`config.mk`:
```
export PLATFORM = sky130hd
export DESIGN_NAME = mem_port_arbiter_flat
export DESIGN_NICKNAME = d
export VERILOG_FILES = /design/src/rtl/mem_port_arbiter_pkg.sv /design/src/rtl/mem_port_arbiter_if.sv /design/src/rtl/mem_port_arbiter_pick.sv /design/src/rtl/mem_port_arbiter.sv /design/src/flat_wrapper.sv
export SDC_FILE = /design/constraint.sdc
export NUM_CORES = 1
export LEC_CHECK = 0
export ABC_CLOCK_PERIOD_IN_PS = 3300
export CORE_AREA = 2 2 95 119
export DETAILED_ROUTE_END_ITERATION = 12
export DIE_AREA = 0 0 97 121
export PLACE_DENSITY_LB_ADDON = 0.12
export SYNTH_ARGS = -nofsm -noshare
export SYNTH_HDL_FRONTEND = slang
export SYNTH_HIERARCHICAL = 1
export SYNTH_SLANG_ARGS = --single-unit
```
`constraint.sdc`:
```
create_clock -name clk -period 3.3 [get_ports clk]
set_input_delay 0.495 -clock clk [delete_from_list [all_inputs] [get_ports clk]]
set_output_delay 0.495 -clock clk [all_outputs]
set_load 0.1 [all_outputs]
```
`src/rtl/mem_port_arbiter_pkg.sv`:
```
// cu_pkg: shared arbiter state/requester types and the memory-latency legality bound
package cu_pkg;
  typedef enum logic [1:0] {IDLE, ISSUE, WAIT, RESP} arb_state_t;
  typedef enum logic {REQ_IF, REQ_LS} req_id_t;
  localparam int MIN_MEM_LATENCY = 1;
endpackage

```
`src/rtl/mem_port_arbiter_if.sv`:
```
// mem_port_arbiter_if: fetch, load/store and memory-side signals of the shared memory port
interface mem_port_arbiter_if #(
  parameter int ADDR_W = 7,
  parameter int DATA_W = 32
);
  logic              if_req, if_gnt, if_rvalid;
  logic [ADDR_W-1:0] if_addr;
  logic [DATA_W-1:0] if_rdata;
  logic              ls_req, ls_we, ls_gnt, ls_rvalid;
  logic [ADDR_W-1:0] ls_addr;
  logic [DATA_W-1:0] ls_wdata, ls_rdata;
  logic              mem_en, mem_we;
  logic [ADDR_W-1:0] mem_addr;
  logic [DATA_W-1:0] mem_wdata, mem_rdata;
  logic              busy;
  modport slave (
    input  if_req, if_addr, ls_req, ls_we, ls_addr, ls_wdata, mem_rdata,
    output if_gnt, if_rvalid, if_rdata, ls_gnt, ls_rvalid, ls_rdata,
           mem_en, mem_we, mem_addr, mem_wdata, busy
  );
  modport master (
    output if_req, if_addr, ls_req, ls_we, ls_addr, ls_wdata, mem_rdata,
    input  if_gnt, if_rvalid, if_rdata, ls_gnt, ls_rvalid, ls_rdata,
           mem_en, mem_we, mem_addr, mem_wdata, busy
  );
endinterface

```
`src/rtl/mem_port_arbiter_pick.sv`:
```
// mem_arb_pick: LS-priority winner select, overridden in favour of IF when the starve flag is set
module mem_arb_pick import cu_pkg::*; (
  input  logic    i_if_req,
  input  logic    i_ls_req,
  input  logic    i_starve,
  output logic    o_valid,
  output req_id_t o_win
);
  assign o_valid = i_if_req | i_ls_req;
  assign o_win   = (i_ls_req && !(i_starve && i_if_req)) ? REQ_LS : REQ_IF;
endmodule

```
`src/rtl/mem_port_arbiter.sv`:
```
// mem_port_arbiter: shares one memory port between fetch (IF) and load/store (LS), one access in flight.
// Define MEM_ARB_STARVE_GUARD_EN to force an IF grant after STARVE_LIMIT LS grants made while IF waits.
module mem_port_arbiter import cu_pkg::*; #(
  parameter int ADDR_W       = 7,
  parameter int DATA_W       = 32,
  parameter int MEM_LATENCY  = 1,
  parameter int STARVE_LIMIT = 4
) (
  input logic               clk,
  input logic               rst,
  mem_port_arbiter_if.slave bus
);
  localparam int CNT_W = $clog2(MEM_LATENCY + 1);
  if (MEM_LATENCY < MIN_MEM_LATENCY || STARVE_LIMIT < 1) begin : g_bad_cfg
    $error("mem_port_arbiter: MEM_LATENCY and STARVE_LIMIT must be at least 1");
  end
  arb_state_t        r_state, w_state_nxt;
  req_id_t           r_win, w_pick;
  logic              w_pick_valid, w_starve, w_sample, w_last_wait, w_issue, w_ls_pick;
  logic [CNT_W-1:0]  r_cnt;
  logic              r_we;
  logic              r_if_gnt, r_ls_gnt, r_if_rvalid, r_ls_rvalid, r_mem_en, r_mem_we, r_busy;
  logic [DATA_W-1:0] r_if_rdata, r_ls_rdata, r_mem_wdata;
  logic [ADDR_W-1:0] r_mem_addr;
  mem_arb_pick u_pick (
    .i_if_req (bus.if_req),
    .i_ls_req (bus.ls_req),
    .i_starve (w_starve),
    .o_valid  (w_pick_valid),
    .o_win    (w_pick)
  );
  assign w_ls_pick   = w_pick == REQ_LS;
  assign w_sample    = (r_state == IDLE) || (r_state == RESP);
  assign w_last_wait = (r_state == WAIT) && (r_cnt == CNT_W'(MEM_LATENCY - 1));
  always_comb begin
    w_issue     = w_sample && w_pick_valid;
    w_state_nxt = w_sample ? (w_pick_valid ? ISSUE : IDLE)
                : (r_state == ISSUE) ? WAIT
                : w_last_wait ? RESP : WAIT;
  end
  always_ff @(posedge clk or negedge rst)
    if (!rst) r_state <= IDLE;
    else      r_state <= w_state_nxt;
  always_ff @(posedge clk or negedge rst) begin
    if (!rst) begin
      r_cnt       <= '0;
      r_win       <= REQ_IF;
      r_we        <= 1'b0;
      r_if_gnt    <= 1'b0;
      r_ls_gnt    <= 1'b0;
      r_if_rvalid <= 1'b0;
      r_ls_rvalid <= 1'b0;
      r_if_rdata  <= '0;
      r_ls_rdata  <= '0;
      r_mem_en    <= 1'b0;
      r_mem_we    <= 1'b0;
      r_mem_addr  <= '0;
      r_mem_wdata <= '0;
      r_busy      <= 1'b0;
    end else begin
      r_cnt       <= (r_state == WAIT) ? r_cnt + 1'b1 : '0;
      r_if_gnt    <= w_issue && !w_ls_pick;
      r_ls_gnt    <= w_issue && w_ls_pick;
      r_mem_en    <= w_issue;
      r_mem_we    <= w_issue && w_ls_pick && bus.ls_we;
      r_busy      <= w_state_nxt != IDLE;
      r_if_rvalid <= w_last_wait && r_win == REQ_IF;
      r_ls_rvalid <= w_last_wait && r_win == REQ_LS;
      if (w_issue) begin
        r_win       <= w_pick;
        r_we        <= w_ls_pick && bus.ls_we;
        r_mem_addr  <= w_ls_pick ? bus.ls_addr : bus.if_addr;
        r_mem_wdata <= w_ls_pick ? bus.ls_wdata : '0;
      end
      if (w_last_wait && r_win == REQ_IF) r_if_rdata <= bus.mem_rdata;
      if (w_last_wait && r_win == REQ_LS) r_ls_rdata <= r_we ? '0 : bus.mem_rdata;
    end
  end
`ifdef MEM_ARB_STARVE_GUARD_EN
  localparam int SC_W = $clog2(STARVE_LIMIT + 1);
  logic [SC_W-1:0] r_starve;
  assign w_starve = r_starve >= SC_W'(STARVE_LIMIT);
  // only LS grants that bypass a waiting IF count; every other grant clears
  always_ff @(posedge clk or negedge rst)
    if (!rst)         r_starve <= '0;
    else if (w_issue) r_starve <= (w_ls_pick && bus.if_req) ? r_starve + 1'b1 : '0;
`else
  assign w_starve = 1'b0;
`endif
  assign bus.if_gnt    = r_if_gnt;
  assign bus.ls_gnt    = r_ls_gnt;
  assign bus.if_rvalid = r_if_rvalid;
  assign bus.ls_rvalid = r_ls_rvalid;
  assign bus.if_rdata  = r_if_rdata;
  assign bus.ls_rdata  = r_ls_rdata;
  assign bus.mem_en    = r_mem_en;
  assign bus.mem_we    = r_mem_we;
  assign bus.mem_addr  = r_mem_addr;
  assign bus.mem_wdata = r_mem_wdata;
  assign bus.busy      = r_busy;
endmodule

```
`src/flat_wrapper.sv`:
```
// flat-port wrapper written by rule: the top's interface ports become plain ports
module mem_port_arbiter_flat import cu_pkg::*;
#(
  parameter int ADDR_W       = 7,
  parameter int DATA_W       = 32,
  parameter int MEM_LATENCY  = 1,
  parameter int STARVE_LIMIT = 4
)
  (clk, rst, bus_if_req, bus_if_addr, bus_ls_req, bus_ls_we, bus_ls_addr, bus_ls_wdata, bus_mem_rdata, bus_if_gnt, bus_if_rvalid, bus_if_rdata, bus_ls_gnt, bus_ls_rvalid, bus_ls_rdata, bus_mem_en, bus_mem_we, bus_mem_addr, bus_mem_wdata, bus_busy);
  mem_port_arbiter_if #(.ADDR_W(ADDR_W), .DATA_W(DATA_W)) bus_i ();
  input logic clk;
  input logic rst;
  input wire logic [$bits(bus_i.if_req)-1:0] bus_if_req;
  input wire logic [$bits(bus_i.if_addr)-1:0] bus_if_addr;
  input wire logic [$bits(bus_i.ls_req)-1:0] bus_ls_req;
  input wire logic [$bits(bus_i.ls_we)-1:0] bus_ls_we;
  input wire logic [$bits(bus_i.ls_addr)-1:0] bus_ls_addr;
  input wire logic [$bits(bus_i.ls_wdata)-1:0] bus_ls_wdata;
  input wire logic [$bits(bus_i.mem_rdata)-1:0] bus_mem_rdata;
  output wire logic [$bits(bus_i.if_gnt)-1:0] bus_if_gnt;
  output wire logic [$bits(bus_i.if_rvalid)-1:0] bus_if_rvalid;
  output wire logic [$bits(bus_i.if_rdata)-1:0] bus_if_rdata;
  output wire logic [$bits(bus_i.ls_gnt)-1:0] bus_ls_gnt;
  output wire logic [$bits(bus_i.ls_rvalid)-1:0] bus_ls_rvalid;
  output wire logic [$bits(bus_i.ls_rdata)-1:0] bus_ls_rdata;
  output wire logic [$bits(bus_i.mem_en)-1:0] bus_mem_en;
  output wire logic [$bits(bus_i.mem_we)-1:0] bus_mem_we;
  output wire logic [$bits(bus_i.mem_addr)-1:0] bus_mem_addr;
  output wire logic [$bits(bus_i.mem_wdata)-1:0] bus_mem_wdata;
  output wire logic [$bits(bus_i.busy)-1:0] bus_busy;
  assign bus_i.if_req = bus_if_req;
  assign bus_i.if_addr = bus_if_addr;
  assign bus_i.ls_req = bus_ls_req;
  assign bus_i.ls_we = bus_ls_we;
  assign bus_i.ls_addr = bus_ls_addr;
  assign bus_i.ls_wdata = bus_ls_wdata;
  assign bus_i.mem_rdata = bus_mem_rdata;
  assign bus_if_gnt = bus_i.if_gnt;
  assign bus_if_rvalid = bus_i.if_rvalid;
  assign bus_if_rdata = bus_i.if_rdata;
  assign bus_ls_gnt = bus_i.ls_gnt;
  assign bus_ls_rvalid = bus_i.ls_rvalid;
  assign bus_ls_rdata = bus_i.ls_rdata;
  assign bus_mem_en = bus_i.mem_en;
  assign bus_mem_we = bus_i.mem_we;
  assign bus_mem_addr = bus_i.mem_addr;
  assign bus_mem_wdata = bus_i.mem_wdata;
  assign bus_busy = bus_i.busy;
  mem_port_arbiter #(.ADDR_W(ADDR_W), .DATA_W(DATA_W), .MEM_LATENCY(MEM_LATENCY), .STARVE_LIMIT(STARVE_LIMIT)) u_core (.clk(clk), .rst(rst), .bus(bus_i));
endmodule
```
==> impl_results.md <==
- Max FO, Critical Path: 2
- Antenna-violating nets left: 0
- Initial antenna violation count: 0
- Post-synth top area cell: dfrtp_1
- Final Cycle Share: 72.81%
- Reg clk slew, reported paths: about 50 ps
- Post-Syn Area per Cell: between 10 and 15 um2
- Pin count of the biggest net entering global routing: 61
- Final Hold Viols: 0
- R2R setup slack: 1230 ps
- CP Class: flip-flop to primary output
- Final HPWL DP: roughly 8.0 mm
- Family with the most delay on the worst path: buffers and inverters
- Area contributors post-synth: dfrtp_1, mux2_4, mux2_2, nand4_1, nor2b_1
- Most frequent cell after synthesis: dfrtp_1
- Ports: a little under 200
- 1st-pass router iterations: 4
- Site row count: 42
- Unique masters post-synth: 28
- Setup-failing EPs final: 0
- Final min period: 2403 ps
- Outcome: completed
- Hold crit path type: input pin to async pin
- CP endpoint kind: primary output
- Die H: between 100 and 150 um
- Via count: 3544
- Placed cells: between 600 and 700
- CTS Buf Count: 17
- DR WL/cell: between 15 and 20 um
- Buf/Inv on CP: 1
- Slew Viols, Final: 0
- Share of cells above drive strength 1: 18.69%
- Die W: ~97 um
- Number of DRC markers in iteration 0: 129
- # fillers: ~750
- Ys flop type: dfrtp_1
- Stages on worst setup path: 1
- Maxcap violations: 0
- #FFs+latches synth: 115
- Critical path's largest stage delay: between 1000 and 1500 ps
- CTS tree: built
- Unrepaired setup endpoints after global routing: no
- Port bufs: roughly 190
- Slowest cell on crit path: clkdlybuf4s50_1
- # hold bufs at CTS: 0
- Remaining Overflow, GRT: 0
- H-tree depth: 4
- Commonest cells post-synth: dfrtp_1, inv_1, mux2_2, nand4_1, o21ai_0
- Vias in the first global route: 3677
- R2r worst-path depth: 5
- Post-Layout Cell Count: between 700 and 800
- Core Box Area: roughly 11000 um2
- Worst setup SP type: flip-flop
- Worst r2r src: u_core/r_state[0]
- Synthesized cell area: slightly below 5000 um2
- Via density per instance: between 4 and 5
- Synth warn: 6
- Cells after synthesis: between 300 and 400
- Crit path from: u_core/bus.mem_wdata[1]
- Fmax: 0.4162 GHz
- Async set or reset register ratio after synthesis: 100.0%
- Crit Reg-Reg Endpoint: u_core/bus.ls_rdata[20]
- TritonCTS Sinks: 115
- Final net count: 654
- First-pass GRT wire length: 18.36 mm
- Postcts setup bufs: 0
- Post-CTS Resized: 0
- Util after Layout: between 70% and 80%
- Setup Skew: ~10 ps
- Root Buffer: clkbuf_16
- Post-route DRC: 0
- Die area: about 12000 um2
- Slew HR: between 30% and 40%
- Total wire length: 11.72 mm
- Critical path endpoint: bus_mem_wdata[1]
- Sequential share of the synthesized area: between 50% and 60%
- GPL Wtd Cong: roughly 0.75
- Post-synth EDFFs: 0
- Worst Tran Pin Value: roughly 1000 ps
- Max Buffers Root-to-Sink: 2
- Synth Net Count: approximately 460
- Initial Utilization: a little under half
- Total Routing Usage GR: 19.89%
- CP arrival: about 1900 ps
- # diodes: 0
- Post-synth top area share: between 50% and 60%
- Worst path required time: about 2800 ps
- Area grow syn2layout: 52.09%
- Worst skew pair latency: around 390 ps
- Crit path cell chain: clkdlybuf4s50_1
- Final setup TNS: 0 ps
[metrics by stage]
| stage | hold WS (ps) | area [um2] | setup WS, ps |
|---|---|---|---|
| 2_1_floorplan | 199.4 | 4876 | 1780 |
| 3_3_place_gp | 467.3 | 6852 | 1265 |
| 3_5_place_dp | 491.1 | 6852 | 1184 |
| 4_1_cts | 195.2 | 7416 | 868.8 |
| 5_1_grt | 232.8 | 7416 | 830.3 |
| 6_report | 178.7 | 7416 | 897.4 |
[state kept, by name, indices dropped and copies added (netlist names), 2 cells and up]
name,count
u_core/bus.if_rdata,32
u_core/bus.ls_rdata,32
u_core/bus.mem_addr,7
u_core/bus.mem_wdata,32
u_core/r_state,2
[worst min-delay path by stage]
stage	endpoint	slack, ps	start	cells past startpoint
after floorplan	u_core/bus.busy	200	rst	0
after global placement	u_core/bus.if_rdata[12]	470	u_core/bus.if_rdata[12]	1
after detailed placement	u_core/bus.if_rdata[12]	490	u_core/bus.if_rdata[12]	1
after CTS	u_core/bus.ls_rdata[19]	200	rst	1
after global routing	u_core/bus.ls_rdata[19]	230	rst	1
final	u_core/bus.ls_rdata[19]	180	rst	1
[placed cells by master (no fill, tap or decap), types with 2 or more instances in the layout]
cell type	instances
a21o_1	3
clkdlybuf4s50_1	187
inv_1	36
buf_4	13
nand4_1	32
mux2i_1	7
clkbuf_8	4
ha_1	2
and2b_1	6
clkbuf_16	17
bufinv_16	2
dfrtp_1	115
nor2b_1	26
a21oi_1	14
clkinv_2	4
nor2_1	2
o21ai_0	32
mux2_4	29
mux2_2	34
[cell families (layout without fill, tap and decap cells)]
kind of cell | count (synthesis) | in the layout | synth area share [%]
simple gates | 74 | 74 | 9.905
compound gates | 50 | 50 | 5.337
fa+ha+maj | 2 | 2 | 0.5131
mux | 71 | 71 | 18.45
flops | 115 | 115 | 59.02
other cells | 1 | 1 | 0.07691
buf+inv | 65 | 265 | 6.697
[final cells by class]
class	count	area [um2]	area share, %
clock inverters	6	80.08	1.080
multi-input cells	198	1684	22.71
inverters	36	135.1	1.822
clock buffers	22	484.2	6.529
flip-flops and latches	115	2878	38.81
repair buffers	201	1989	26.83
well taps	132	165.2	2.227
[worst reg2reg max path, stage by stage, from the launching register on]
cell     delay, ps
dfrtp_1        370
inv_1           60
ha_1           170
and3b_2        590
buf_4          410
mux2_4         340
[metal layers]
layer	wire (um)	GRT usage, %
met5	0	0
met4	85	6.162
met3	826	7.546
met2	6059	34.51
met1	4751	22.86
Power is left out: the tool's default activity adds up to more than one toggle a clock period on the data nets, which glitch-free logic cannot reach.
